### src/rtl/alu_exec.sv
// RV32I integer execute unit: single-cycle add/sub/logic/compare and an
// iterative one-bit-per-cycle shifter, returned over a valid/ready handshake.
module alu_exec #(
  parameter int REG_DATA_WIDTH = 32
) (
  input  logic                      clk,
  input  logic                      nreset,
  input  logic                      in_valid,
  output logic                      in_ready,
  input  logic [1:0]                alu_op,
  input  logic [2:0]                funct3,
  input  logic [6:0]                funct7,
  input  logic [REG_DATA_WIDTH-1:0] in_a,
  input  logic [REG_DATA_WIDTH-1:0] in_b,
  output logic                      out_valid,
  input  logic                      out_ready,
  output logic [REG_DATA_WIDTH-1:0] result,
  output logic                      zero,
  output logic                      illegal
);

  localparam int W  = REG_DATA_WIDTH;
  localparam int SW = $clog2(REG_DATA_WIDTH);

  typedef enum logic [1:0] {IDLE, SHIFT, DONE} state_t;
  typedef enum logic [3:0] {
    OP_ADD, OP_SUB, OP_SLL, OP_SLT, OP_SLTU, OP_XOR,
    OP_SRL, OP_SRA, OP_OR, OP_AND, OP_ILL
  } op_t;
  typedef enum logic [1:0] {SH_LL, SH_RL, SH_RA} shk_t;

  state_t         state;
  op_t            dec;
  shk_t           dec_shk;
  shk_t           shk;
  logic [W-1:0]   value;
  logic [W-1:0]   shreg;
  logic [W-1:0]   sh_next;
  logic [SW-1:0]  cnt;
  logic [SW-1:0]  sh_amt;
  logic           is_shift;

  assign sh_amt    = in_b[SW-1:0];
  assign in_ready  = (state == IDLE);
  assign out_valid = (state == DONE);

  always_comb begin
    dec = OP_ILL;
    unique case (alu_op)
      2'b00: dec = OP_ADD;
      2'b01: dec = OP_SUB;
      2'b10: begin
        if (funct7 == 7'b0000000) begin
          unique case (funct3)
            3'b000: dec = OP_ADD;
            3'b001: dec = OP_SLL;
            3'b010: dec = OP_SLT;
            3'b011: dec = OP_SLTU;
            3'b100: dec = OP_XOR;
            3'b101: dec = OP_SRL;
            3'b110: dec = OP_OR;
            3'b111: dec = OP_AND;
          endcase
        end else if (funct7 == 7'b0100000) begin
          if (funct3 == 3'b000)      dec = OP_SUB;
          else if (funct3 == 3'b101) dec = OP_SRA;
        end
      end
      2'b11: begin
        // funct7 is immediate bits here; it only qualifies the shift forms
        unique case (funct3)
          3'b000: dec = OP_ADD;
          3'b001: if (funct7 == 7'b0000000) dec = OP_SLL;
          3'b010: dec = OP_SLT;
          3'b011: dec = OP_SLTU;
          3'b100: dec = OP_XOR;
          3'b101: begin
            if (funct7 == 7'b0000000)      dec = OP_SRL;
            else if (funct7 == 7'b0100000) dec = OP_SRA;
          end
          3'b110: dec = OP_OR;
          3'b111: dec = OP_AND;
        endcase
      end
    endcase
  end

  always_comb begin
    value    = '0;
    is_shift = 1'b0;
    dec_shk  = SH_LL;
    case (dec)
      OP_ADD:  value = in_a + in_b;
      OP_SUB:  value = in_a - in_b;
      OP_SLT:  value = {{(W-1){1'b0}}, ($signed(in_a) < $signed(in_b))};
      OP_SLTU: value = {{(W-1){1'b0}}, (in_a < in_b)};
      OP_XOR:  value = in_a ^ in_b;
      OP_OR:   value = in_a | in_b;
      OP_AND:  value = in_a & in_b;
      OP_SLL:  begin value = in_a; is_shift = 1'b1; dec_shk = SH_LL; end
      OP_SRL:  begin value = in_a; is_shift = 1'b1; dec_shk = SH_RL; end
      OP_SRA:  begin value = in_a; is_shift = 1'b1; dec_shk = SH_RA; end
      default: value = '0;
    endcase
  end

  always_comb begin
    sh_next = shreg;
    case (shk)
      SH_LL:   sh_next = {shreg[W-2:0], 1'b0};
      SH_RL:   sh_next = {1'b0, shreg[W-1:1]};
      default: sh_next = {shreg[W-1], shreg[W-1:1]};
    endcase
  end

  always_ff @(posedge clk or negedge nreset) begin
    if (!nreset) begin
      state   <= IDLE;
      result  <= '0;
      zero    <= 1'b1;
      illegal <= 1'b0;
      shreg   <= '0;
      cnt     <= '0;
      shk     <= SH_LL;
    end else begin
      case (state)
        IDLE: begin
          if (in_valid) begin
            if (is_shift && (sh_amt != '0)) begin
              shreg <= in_a;
              cnt   <= sh_amt;
              shk   <= dec_shk;
              state <= SHIFT;
            end else begin
              result  <= value;
              zero    <= (value == '0);
              illegal <= (dec == OP_ILL);
              state   <= DONE;
            end
          end
        end
        SHIFT: begin
          shreg <= sh_next;
          cnt   <= cnt - SW'(1);
          if (cnt == SW'(1)) begin
            result  <= sh_next;
            zero    <= (sh_next == '0);
            illegal <= 1'b0;
            state   <= DONE;
          end
        end
        DONE: begin
          if (out_ready) state <= IDLE;
        end
        default: state <= IDLE;
      endcase
    end
  end

endmodule

### config.mk
export PLATFORM = sky130hd
export DESIGN_NAME = alu_exec
export DESIGN_NICKNAME = d
export VERILOG_FILES = /design/src/rtl/alu_exec.sv
export SDC_FILE = /design/constraint.sdc
export NUM_CORES = 1
export LEC_CHECK = 0
export CAP_MARGIN = 20
export CORE_UTILIZATION = 45
export DETAILED_ROUTE_END_ITERATION = 8
export GPL_ROUTABILITY_DRIVEN = 1
export HOLD_SLACK_MARGIN = 0.15
export PLACE_DENSITY_LB_ADDON = 0.05
export SETUP_SLACK_MARGIN = 0.05
export SYNTH_ARGS = -nofsm -noshare
export SYNTH_HDL_FRONTEND = slang
export SYNTH_SLANG_ARGS = --single-unit
export TNS_END_PERCENT = 1
### constraint.sdc
create_clock -name clk -period 3.8 [get_ports clk]
set_clock_uncertainty 0.05 [all_clocks]
set_input_delay 0.76 -clock clk [delete_from_list [all_inputs] [get_ports clk]]
set_output_delay 0.76 -clock clk [all_outputs]
set_load 0.01 [all_outputs]
# After elaboration in Yosys (flattened, before gate mapping)
# Memories as Yosys holds them, arrays and structs flattened.
# Cells that the tools add are included.
[totals]
romBits = 32
elab_cells = 98
memories = 1
latch_bits = 0
ff_bits = 75
ramBits = 0
[mem_list]
columns = ["memory", "depth", "width", "rd", "rd_clocked_by_memory_dff", "write_ports", "line", "text"]
rows = [
  ["(name not given)", 8, 4, 1, 0, 0, "54", "unique case (funct3)"],
]
[classes]
shift = 0
n_reduce_logical = 16
n_addsub = 3
div_mod_pow = 0
n_mul = 0
eq_ne = 30
magnitude_cmp = 2
mux = 36
bitwise_logic = 3
[ops]
columns = ["cell", "count"]
rows = [
  ["$pmux W32 S8", 1],
  ["$pmux W32 S2", 3],
  ["$mux W32", 5],
  ["$logic_not A32 Y1", 2],
  ["$lt A32 B32 Y1", 2],
  ["$add A32 B32 Y32", 1],
  ["$and A32 B32 Y32", 1],
  ["$or A32 B32 Y32", 1],
  ["$pmux W4 S8", 1],
  ["$sub A32 B32 Y32", 1],
  ["$xor A32 B32 Y32", 1],
  ["$mux W4", 7],
  ["$eq A4 B3 Y1 const B", 4],
  ["$pmux W4 S4", 1],
  ["$eq A3 B3 Y1 const B", 4],
  ["$eq A4 B4 Y1 const B", 3],
  ["$mux W5", 2],
  ["$pmux W5 S2", 1],
  ["$reduce_and A3 Y1", 3],
  ["$eq A4 B2 Y1 const B", 2],
  ["$mux W2", 4],
  ["$eq A7 B6 Y1 const B", 1],
  ["$logic_not A7 Y1", 1],
  ["$mux W1", 7],
  ["other kinds (20)", 31],
]

# Longest topological paths before layout
# Gate-level depths: netlist (run 1).
[depth]
depth_word = 13
ltp_mapped = 17

# Worst setup path after synthesis (run 1)
# No wires, ideal clock.
[synth_timing]
path_kind = "input to register"
start = "input in_b[2]"
end = "register result[29]"
path_slack_ns = -0.002
setup_time_ns = 0.121
required_ns = 3.629
path_stages = 15
arrival_ns = 3.631
n_path_buf = 1
cell_sequence = "inv_1 > ha_1 > buf_2 > o211ai_1 > o21bai_1 > a31oi_1 > o31a_1 > o41a_1 > o31ai_1 > o21ai_0 > o31ai_1 > mux2i_1 > a2bb2oi_1 > nand2_1 > a22o_1"
[synth_via]
elab_chain_cells = 5
elab_cells_between_ends = 10
[synth_lines]
columns = ["element", "line", "text"]
rows = [
  ["from (decl)", "14", "input logic [REG_DATA_WIDTH-1:0] in_b,"],
  ["$sub A32 B32 Y32 or $add A32 B32 Y32 (tied branches)", "94, 93", ""],
  ["$pmux W32 S8", "92", "case (dec)"],
  ["$mux W32", "129", "if (is_shift && (sh_amt != '0)) begin"],
  ["$mux W32", "128", "if (in_valid) begin"],
  ["$pmux W32 S2", "126", "case (state)"],
  ["to (signal assigned)", "135", "result <= value;"],
  ["to (signal assigned)", "146", "result <= sh_next;"],
  ["to (decl)", "17", "output logic [REG_DATA_WIDTH-1:0] result,"],
]
# Parallel ways exist; a longest one is shown, timed or not. The select of a mux whose other input is x is not followed.
# A chain may end at the register's enable or synchronous reset.

# Worst setup path in the final report (run 1)
[layout_timing]
start = "input funct7[0]"
end = "register zero"
[layout_via]
elab_chain_cells = 12
elab_cells_between_ends = 29
[layout_lines]
columns = ["element", "line", "text"]
rows = [
  ["from (decl)", "12", "input logic [6:0] funct7,"],
  ["$eq A7 B6 Y1", "64, 79", ""],
  ["$mux W4", "79", "else if (funct7 == 7'b0100000) dec = OP_SRA;"],
  ["$mux W4", "78", "if (funct7 == 7'b0000000) dec = OP_SRL;"],
  ["$pmux W4 S8", "71", "unique case (funct3)"],
  ["$pmux W4 S4 *", "49", "unique case (alu_op)"],
  ["$eq A4 B3 Y1 or $eq A4 B2 Y1 (tied branches)", "92", ""],
  ["$reduce_or A3 Y1 (no line)", "n/a", ""],
  ["$pmux W32 S8", "92", ""],
  ["$logic_not A32 Y1", "136", "zero <= (value == '0);"],
  ["$mux W1", "129", ""],
  ["$mux W1", "128", ""],
  ["$pmux W1 S2", "126", ""],
  ["to (signal assigned)", "136", ""],
  ["to (signal assigned)", "147", "zero <= (sh_next == '0);"],
  ["to (decl)", "18", "output logic zero,"],
]
# Every way passes the cells marked *; elsewhere a longest branch is shown, timed or not. The select of a mux whose other input is x is not followed.

==> impl_metrics.csv, run 1 <==
group,metric,value,unit
synthesis,synth_compound_area_frac,0.336,
timing,fin_crit_sh,1.02,
flow_run,max_cap_violations,0,
worst_setup_path,critPathKind,"in -> reg",
place,place.gp.congestion,1.02,
synthesis,synth_edf_count,0,
detailed_routing,wl_per_cell,23.0,um
cts,htreeDepth,3,
synthesis,synth-simple-area-share,0.237,
cts,clk_path_buf_depth,2,
synthesis,synth_top_family_by_area,"compound AO/OA/AOI/OAI gates",
worst_setup_path,crit_cells,17,
worst_setup_path,worstReg2RegEnd,"zero$_DFFE_PN1P_",
die,start_util,0.464,
timing,post-route-min-period,3.86,ns
global_route,antenna_found_initial,0,
pwr,vdd_drop_max,0.000295,V
global_route,grt_pass1_vias,12700,
synthesis,synth_seq_cells,75,
worst_setup_path,critPathCapture,"zero$_DFFE_PN1P_",
place,dpl.hpwl,35800,um
timing,hold_violations,0,
detailed_routing,first_pass_iters,6,
synthesis,synth_area,9870,um^2
outcome,outcome,"finished, violations left",
detailed_routing,route.vias.total,13500,
detailed_routing,drc,0,
synthesis,yosys_warnings,0,
timing,whs,0.411,ns
timing,max_freq,259,MHz
place,pre_cts_ws,-0.833,ns
timing,drv_slew,0,
worst_hold_path,whs_path_depth,2,
cts,path_clk_slew,0.06,ns
global_route,grt-ovfl-total,0,
timing,tightest_slew,0.963,ns
detailed_routing,routed_via_density,6.31,
synthesis,synth-seq-area-share,0.190,
timing,setup-violations-final,4,
synthesis,synth_async_sr_flop_share,1.00,
synthesis,synthTopCellsByArea,"dfrtp_1 (19%), ha_1 (13%), nand2_1 (6.8%)",
worst_setup_path,start_kind,"input pin",
final_layout,fill_cells,1535,
worst_hold_path,min-delay-path-class,"reg -> reg",
worst_setup_path,cpPeakStageDelay,0.45,ns
synthesis,synth_top_area_cell,"dfrtp_1",
detailed_routing,routed_wl,49000,um
global_route,grt_max_degree,76,
cts,clk_latency,0.34,ns
final_layout,design_area,16400,um^2
worst_setup_path,cp-end-kind,"flop",
worst_setup_path,crit_chain,"clkdlybuf4s50_1 -> nor2_2 -> nand4_1 -> a221oi_4 -> buf_4 -> nand2_4 -> a21oi_4 -> buf_4 -> buf_12 -> a32oi_2 -> o311a_1 -> o211ai_1 -> nor3b_2 -> buf_4 -> nor4b_4 -> nand4_1 -> o21ai_1",
detailed_routing,ant_nets,0,
worst_setup_path,crit_top_cell,"buf_4",
pwr,p_leak,0.00768,uW
final_layout,diodes,0,
place,portBuffers,115,
synthesis,yosys.area.top_type_share,0.188,
place,postPlaceCellArea,14200,um^2
final_layout,synthToLayoutAreaGrowth,66.6,%
cts,cts_tree,"yes",
worst_setup_path,path_buf_inv,5,
synthesis,synthCells,1359,
place,dp_cells,2058,
final_layout,finalNonFillerCells,2131,
die,core,21300,um^2
worst_setup_path,rrSetupSlack,0.74,ns
cts,cts_buffers,9,
timing,rsz0062_at_grt,"yes",
synthesis,synth_cell_types,97,
worst_setup_path,r2r_cells,7,
die,ioPinCount,116,
synthesis,synth_common_cells,"nand2_1 (180), o21ai_0 (118), ha_1 (102)",
final_layout,nets,2035,
die,die-area,22500,um^2
outcome,violations,"negative setup slack",
die,rows,53,
synthesis,synth_xor_area_frac,0.00799,
synthesis,syn_area_per_cell,7.26,um^2
worst_setup_path,r2r_start,"shk[1]$_DFFE_PN0P_",
synthesis,synth_adder_area_share,0.133,
detailed_routing,drt_first_iter_violations,1594,
global_route,grt_usage,0.415,
worst_setup_path,worst_ep_required_time,4.02,ns
worst_setup_path,critPathArrivalTime,4.08,ns
final_layout,drive_gt1_frac,0.401,
worst_setup_path,startpoint,"funct7[0]",
timing,max_slew_margin,0.358,
cts,clkSinkCount,75,
global_route,grt_pass1_wl,71000,um
worst_setup_path,crit_fanout,6,
die,fp.dieH,150,um
pwr,p_total,5960,uW
synthesis,synth_nets,1543,
synthesis,yosysMostFrequentCell,"nand2_1",
worst_setup_path,path_delay_family,"compound AO/OA/AOI/OAI gates",
worst_setup_path,cpMaxStageDelayCell,"clkdlybuf4s50_1",
pwr,p_per_area,363,nW/um^2
synthesis,synth_mux_area_frac,0.0180,
die,die_x,150,um
timing,fin_ws,-0.0639,ns
cts,root_buffer,"clkbuf_16",
synthesis,ys.flop_type,"dfrtp_1",
final cells by class:
cell class | count | area [um^2] | area share
multi-input cells | 1098 | 8620 | 0.524
repair buffers | 565 | 4900 | 0.298
flip-flops and latches | 75 | 1880 | 0.114
inverters | 102 | 388 | 0.0236
well taps | 275 | 344 | 0.0209
clock buffers | 10 | 239 | 0.0145
clock inverters | 6 | 65.1 | 0.00396
layout by cell type, fill, tap and decap left out, drive strengths merged, types with 20 or more instances in the layout:
cell type	instances
buf	453
nand2	182
o21ai	129
ha	102
inv	101
nor2	97
a21oi	89
dfrtp	74
clkdlybuf4s50	62
nand3	43
o31ai	31
a211oi	31
a21o	27
nor3	27
dlygate4sd2	26
and3	24
nor4	24
o211ai	23
a31oi	20
tightest hold or removal path: stages (launching register included):
cell	delay (ns)
dfrtp_1	0.34
nand2_1	0.05
nand2_1	0.04
sequential cells by signal, indices dropped and copies added (netlist names):
name / cells
state: 2
illegal: 1
cnt: 5
shreg: 32
shk: 2
result: 32
zero: 1
metal layers:
metal  GRT usage  up-vias  part of all wire
met5           0        -                 0
met4       0.158        0             0.047
met2       0.649      892              0.44
met3      0.0777      200              0.11
met1       0.563     6395              0.40
li1            -     5970                 -
worst min-delay path by stage:
stage / startpoint / end / slack [ns]
final: result[6]$_DFFE_PN0P_ / result[6]$_DFFE_PN0P_ / 0.41
after global routing: result[6]$_DFFE_PN0P_ / result[6]$_DFFE_PN0P_ / 0.44
after CTS: result[6]$_DFFE_PN0P_ / result[6]$_DFFE_PN0P_ / 0.42
after detailed placement: result[6]$_DFFE_PN0P_ / result[6]$_DFFE_PN0P_ / 0.41
after global placement: result[6]$_DFFE_PN0P_ / result[6]$_DFFE_PN0P_ / 0.40
after floorplan: shreg[0]$_DFFE_PN0P_ / shreg[0]$_DFFE_PN0P_ / 0.40
cells by family (layout without fill, tap and decap cells):
logic type	Yosys count	in the layout
muxes	17	17
and+or+nand+nor	482	482
AOI/OAI and AO/OA	486	486
xor gates and xnor gates	9	9
adders and majority gates	104	104
buffers and inverters	186	683
DFF	75	75
power breakdown:
group | total (uW) | leakage, uW | internal, uW | switching, uW
Combinational | 3620 | 0.00660 | 1740 | 1880
Clock | 864 | 0.000148 | 526 | 339
Sequential | 1470 | 0.000937 | 1150 | 328
metrics by stage:
step / TNS, ns / util
floorplan: 0 / -
global placement: -37.42 / 0.665
detailed placement: -42.43 / 0.665
CTS: 0 / 0.739
global route: -3.83 / 0.772
finish: -0.162 / 0.772
timing repair:
| action | in CTS | in global routing |
|---|---|---|
| pin swaps | 86 | 80 |
| endpoints found under the setup margin | 71 | 55 |
| buffers inserted | 37 | 18 |
| cloned | 2 | 1 |
| hold buffers | 0 | 0 |
| resized for setup | 266 | 157 |
| hold endpoints to repair | 0 | 0 |
Note: power is estimated with default switching activity, not from simulation.
==> inputs of run 2 (changes only) <==
--- a/config.mk
+++ b/config.mk
@@ -9,7 +9,7 @@
 export CORE_UTILIZATION = 45
 export DETAILED_ROUTE_END_ITERATION = 8
 export GPL_ROUTABILITY_DRIVEN = 1
-export HOLD_SLACK_MARGIN = 0.15
+export HOLD_SLACK_MARGIN = 0.05
 export PLACE_DENSITY_LB_ADDON = 0.05
 export SETUP_SLACK_MARGIN = 0.05
 export SYNTH_ARGS = -nofsm -noshare
==> results of run 2 <==
Same layout as run 1: the final DEF is identical, and so are final timing and power.
==> inputs of run 3 (changes only) <==
--- a/config.mk
+++ b/config.mk
@@ -10,7 +10,7 @@
 export DETAILED_ROUTE_END_ITERATION = 8
 export GPL_ROUTABILITY_DRIVEN = 1
 export HOLD_SLACK_MARGIN = 0.05
-export PLACE_DENSITY_LB_ADDON = 0.05
+export PLACE_DENSITY = 0.66
 export SETUP_SLACK_MARGIN = 0.05
 export SYNTH_ARGS = -nofsm -noshare
 export SYNTH_HDL_FRONTEND = slang
==> run 3 against run 2 <==
Net effect: the run still ends with negative setup slack left; combinational power about the same; power is 1.0% higher; worst setup slack worse by 0.044 ns; global-route usage down 0.63 points; largest power group unchanged.
==> impl_metrics.csv, run 3 (synthesized netlist as in run 1, its figures left out) <==
group,metric,value,unit
place,place.gp.congestion,1.02,
pwr,p_per_area,364,nW/um^2
timing,tightest_slew,0.938,ns
die,die-area,22500,um^2
die,fp.dieH,150,um
global_route,grt_max_degree,76,
final_layout,drive_gt1_frac,0.413,
timing,drv_slew,0,
cts,cts_tree,"yes",
place,postPlaceCellArea,14100,um^2
detailed_routing,drt_first_iter_violations,1331,
place,portBuffers,115,
global_route,grt_pass1_vias,12600,
final_layout,fill_cells,1495,
die,die_x,150,um
place,pre_cts_ws,-0.938,ns
worst_setup_path,start_kind,"input pin",
die,rows,53,
detailed_routing,ant_nets,0,
worst_setup_path,critPathKind,"in -> reg",
cts,clk_latency,0.34,ns
outcome,violations,"negative setup slack",
global_route,grt-ovfl-total,0,
timing,hold_violations,0,
worst_setup_path,cp-end-kind,"flop",
timing,rsz0062_at_grt,"yes",
worst_setup_path,crit_fanout,3,
worst_setup_path,worst_ep_required_time,4.02,ns
final_layout,design_area,16600,um^2
worst_hold_path,min-delay-path-class,"reg -> reg",
worst_setup_path,critPathArrivalTime,4.13,ns
cts,root_buffer,"clkbuf_16",
cts,path_clk_slew,0.06,ns
final_layout,nets,2055,
timing,fin_crit_sh,1.03,
timing,post-route-min-period,3.91,ns
pwr,p_total,6020,uW
detailed_routing,drc,0,
timing,max_freq,256,MHz
detailed_routing,first_pass_iters,7,
final_layout,diodes,0,
cts,postCtsHoldBufs,0,
timing,fin_ws,-0.108,ns
global_route,grt_pass1_wl,70400,um
die,start_util,0.464,
cts,clk_path_buf_depth,2,
outcome,outcome,"finished, violations left",
pwr,vdd_drop_max,0.000276,V
timing,setup-violations-final,3,
pwr,p_leak,0.00775,uW
timing,setup_tns,-0.162,ns
final_layout,reg_top3,"result x32, shreg x32, cnt x5",
die,ioPinCount,116,
final_layout,layout_common_cells,"buf_4 (427), nand2_1 (176), o21ai_0 (94)",
detailed_routing,wl_per_cell,22.8,um
timing,max_slew_margin,0.374,
global_route,grt_usage,0.409,
die,core,21300,um^2
global_route,antenna_found_initial,1,
final_layout,synthToLayoutAreaGrowth,67.9,%
final_layout,layout_commonest_cell,"buf_4",
detailed_routing,routed_via_density,6.27,
cts,cts_buffers,9,
cts,clkSinkCount,75,
final_layout,multi_input_area,8760,um^2
detailed_routing,route.vias.total,13500,
flow_run,max_cap_violations,0,
place,dpl.hpwl,35400,um
detailed_routing,routed_wl,49000,um
cts,htreeDepth,3,
final_layout,final-seq-area,1880,um^2
[run 3: cell type report]
| cell class | instances | share of cell area |
|---|---|---|
| Inverter | 102 | 0.0234 |
| Timing Repair Buffer | 585 | 0.294 |
| Clock buffer | 12 | 0.0155 |
| Sequential cell | 75 | 0.113 |
| Clock inverter | 4 | 0.00438 |
| Multi-Input combinational cell | 1098 | 0.529 |
| Tap cell | 275 | 0.0208 |
[run 3: metal layers]
layer | vias to the layer above | routed length (um) | share of wire | global-route usage
met5 | - | 0 | 0 | 0
met4 | 0 | 2380 | 0.049 | 0.159
met3 | 200 | 5120 | 0.10 | 0.0671
met2 | 875 | 21300 | 0.43 | 0.631
met1 | 6406 | 20200 | 0.41 | 0.566
li1 | 6009 | - | - | -
[run 3: worst paths after layout]
path	slack, ns	to	start	depth (start not counted)
worst min-delay path	0.41	result[9]$_DFFE_PN0P_	result[9]$_DFFE_PN0P_	2
worst max register to register	0.68	zero$_DFFE_PN1P_	shk[1]$_DFFE_PN0P_	8
worst max-delay path	-0.11	zero$_DFFE_PN1P_	in_a[5]	18
min in group asynchronous	0.50	cnt[3]$_DFFE_PN0P_	nreset	1
max in group asynchronous	2.57	shreg[14]$_DFFE_PN0P_	nreset	1
worst min register to register	0.41	result[9]$_DFFE_PN0P_	result[9]$_DFFE_PN0P_	2
[run 3: critical path, cell delays in order]
cell and delay (ns):
clkdlybuf4s15_1 0.22, buf_6 0.15, ha_4 0.15, nor2b_4 0.13
buf_4 0.12, buf_4 0.13, o31ai_2 0.26, a31oi_4 0.08
buf_4 0.16, o41ai_1 0.51, mux2i_1 0.22, a21oi_1 0.19
nor2_1 0.06, a211oi_2 0.27, nand4_1 0.18, nor4_2 0.27
nand4_1 0.11, o21ai_1 0.15
[run 3: what timing repair did]
action                                  in CTS  in global routing
pin swaps                                   80                 82
buffers inserted                            51                 22
gates resized for setup                    308                162
endpoints found under the setup margin      74                 32
gates cloned                                 0                  1
[run 3: where the power goes]
part | total [uW] | switching (uW) | internal (uW)
Sequential | 1480 | 332 | 1150
Combinational | 3620 | 1890 | 1730
Clock | 928 | 319 | 609
Total | 6020 | 2540 | 3480
[run 3: metrics by stage]
step / utilization / hold WS (ns) / instances
after floorplan: - / 0.400 / 1359
after global placement: 0.661 / 0.400 / 2062
after detailed placement: 0.661 / 0.404 / 2062
after CTS: 0.743 / 0.416 / 2129
after global routing: 0.778 / 0.439 / 2151
final: 0.778 / 0.412 / 2151
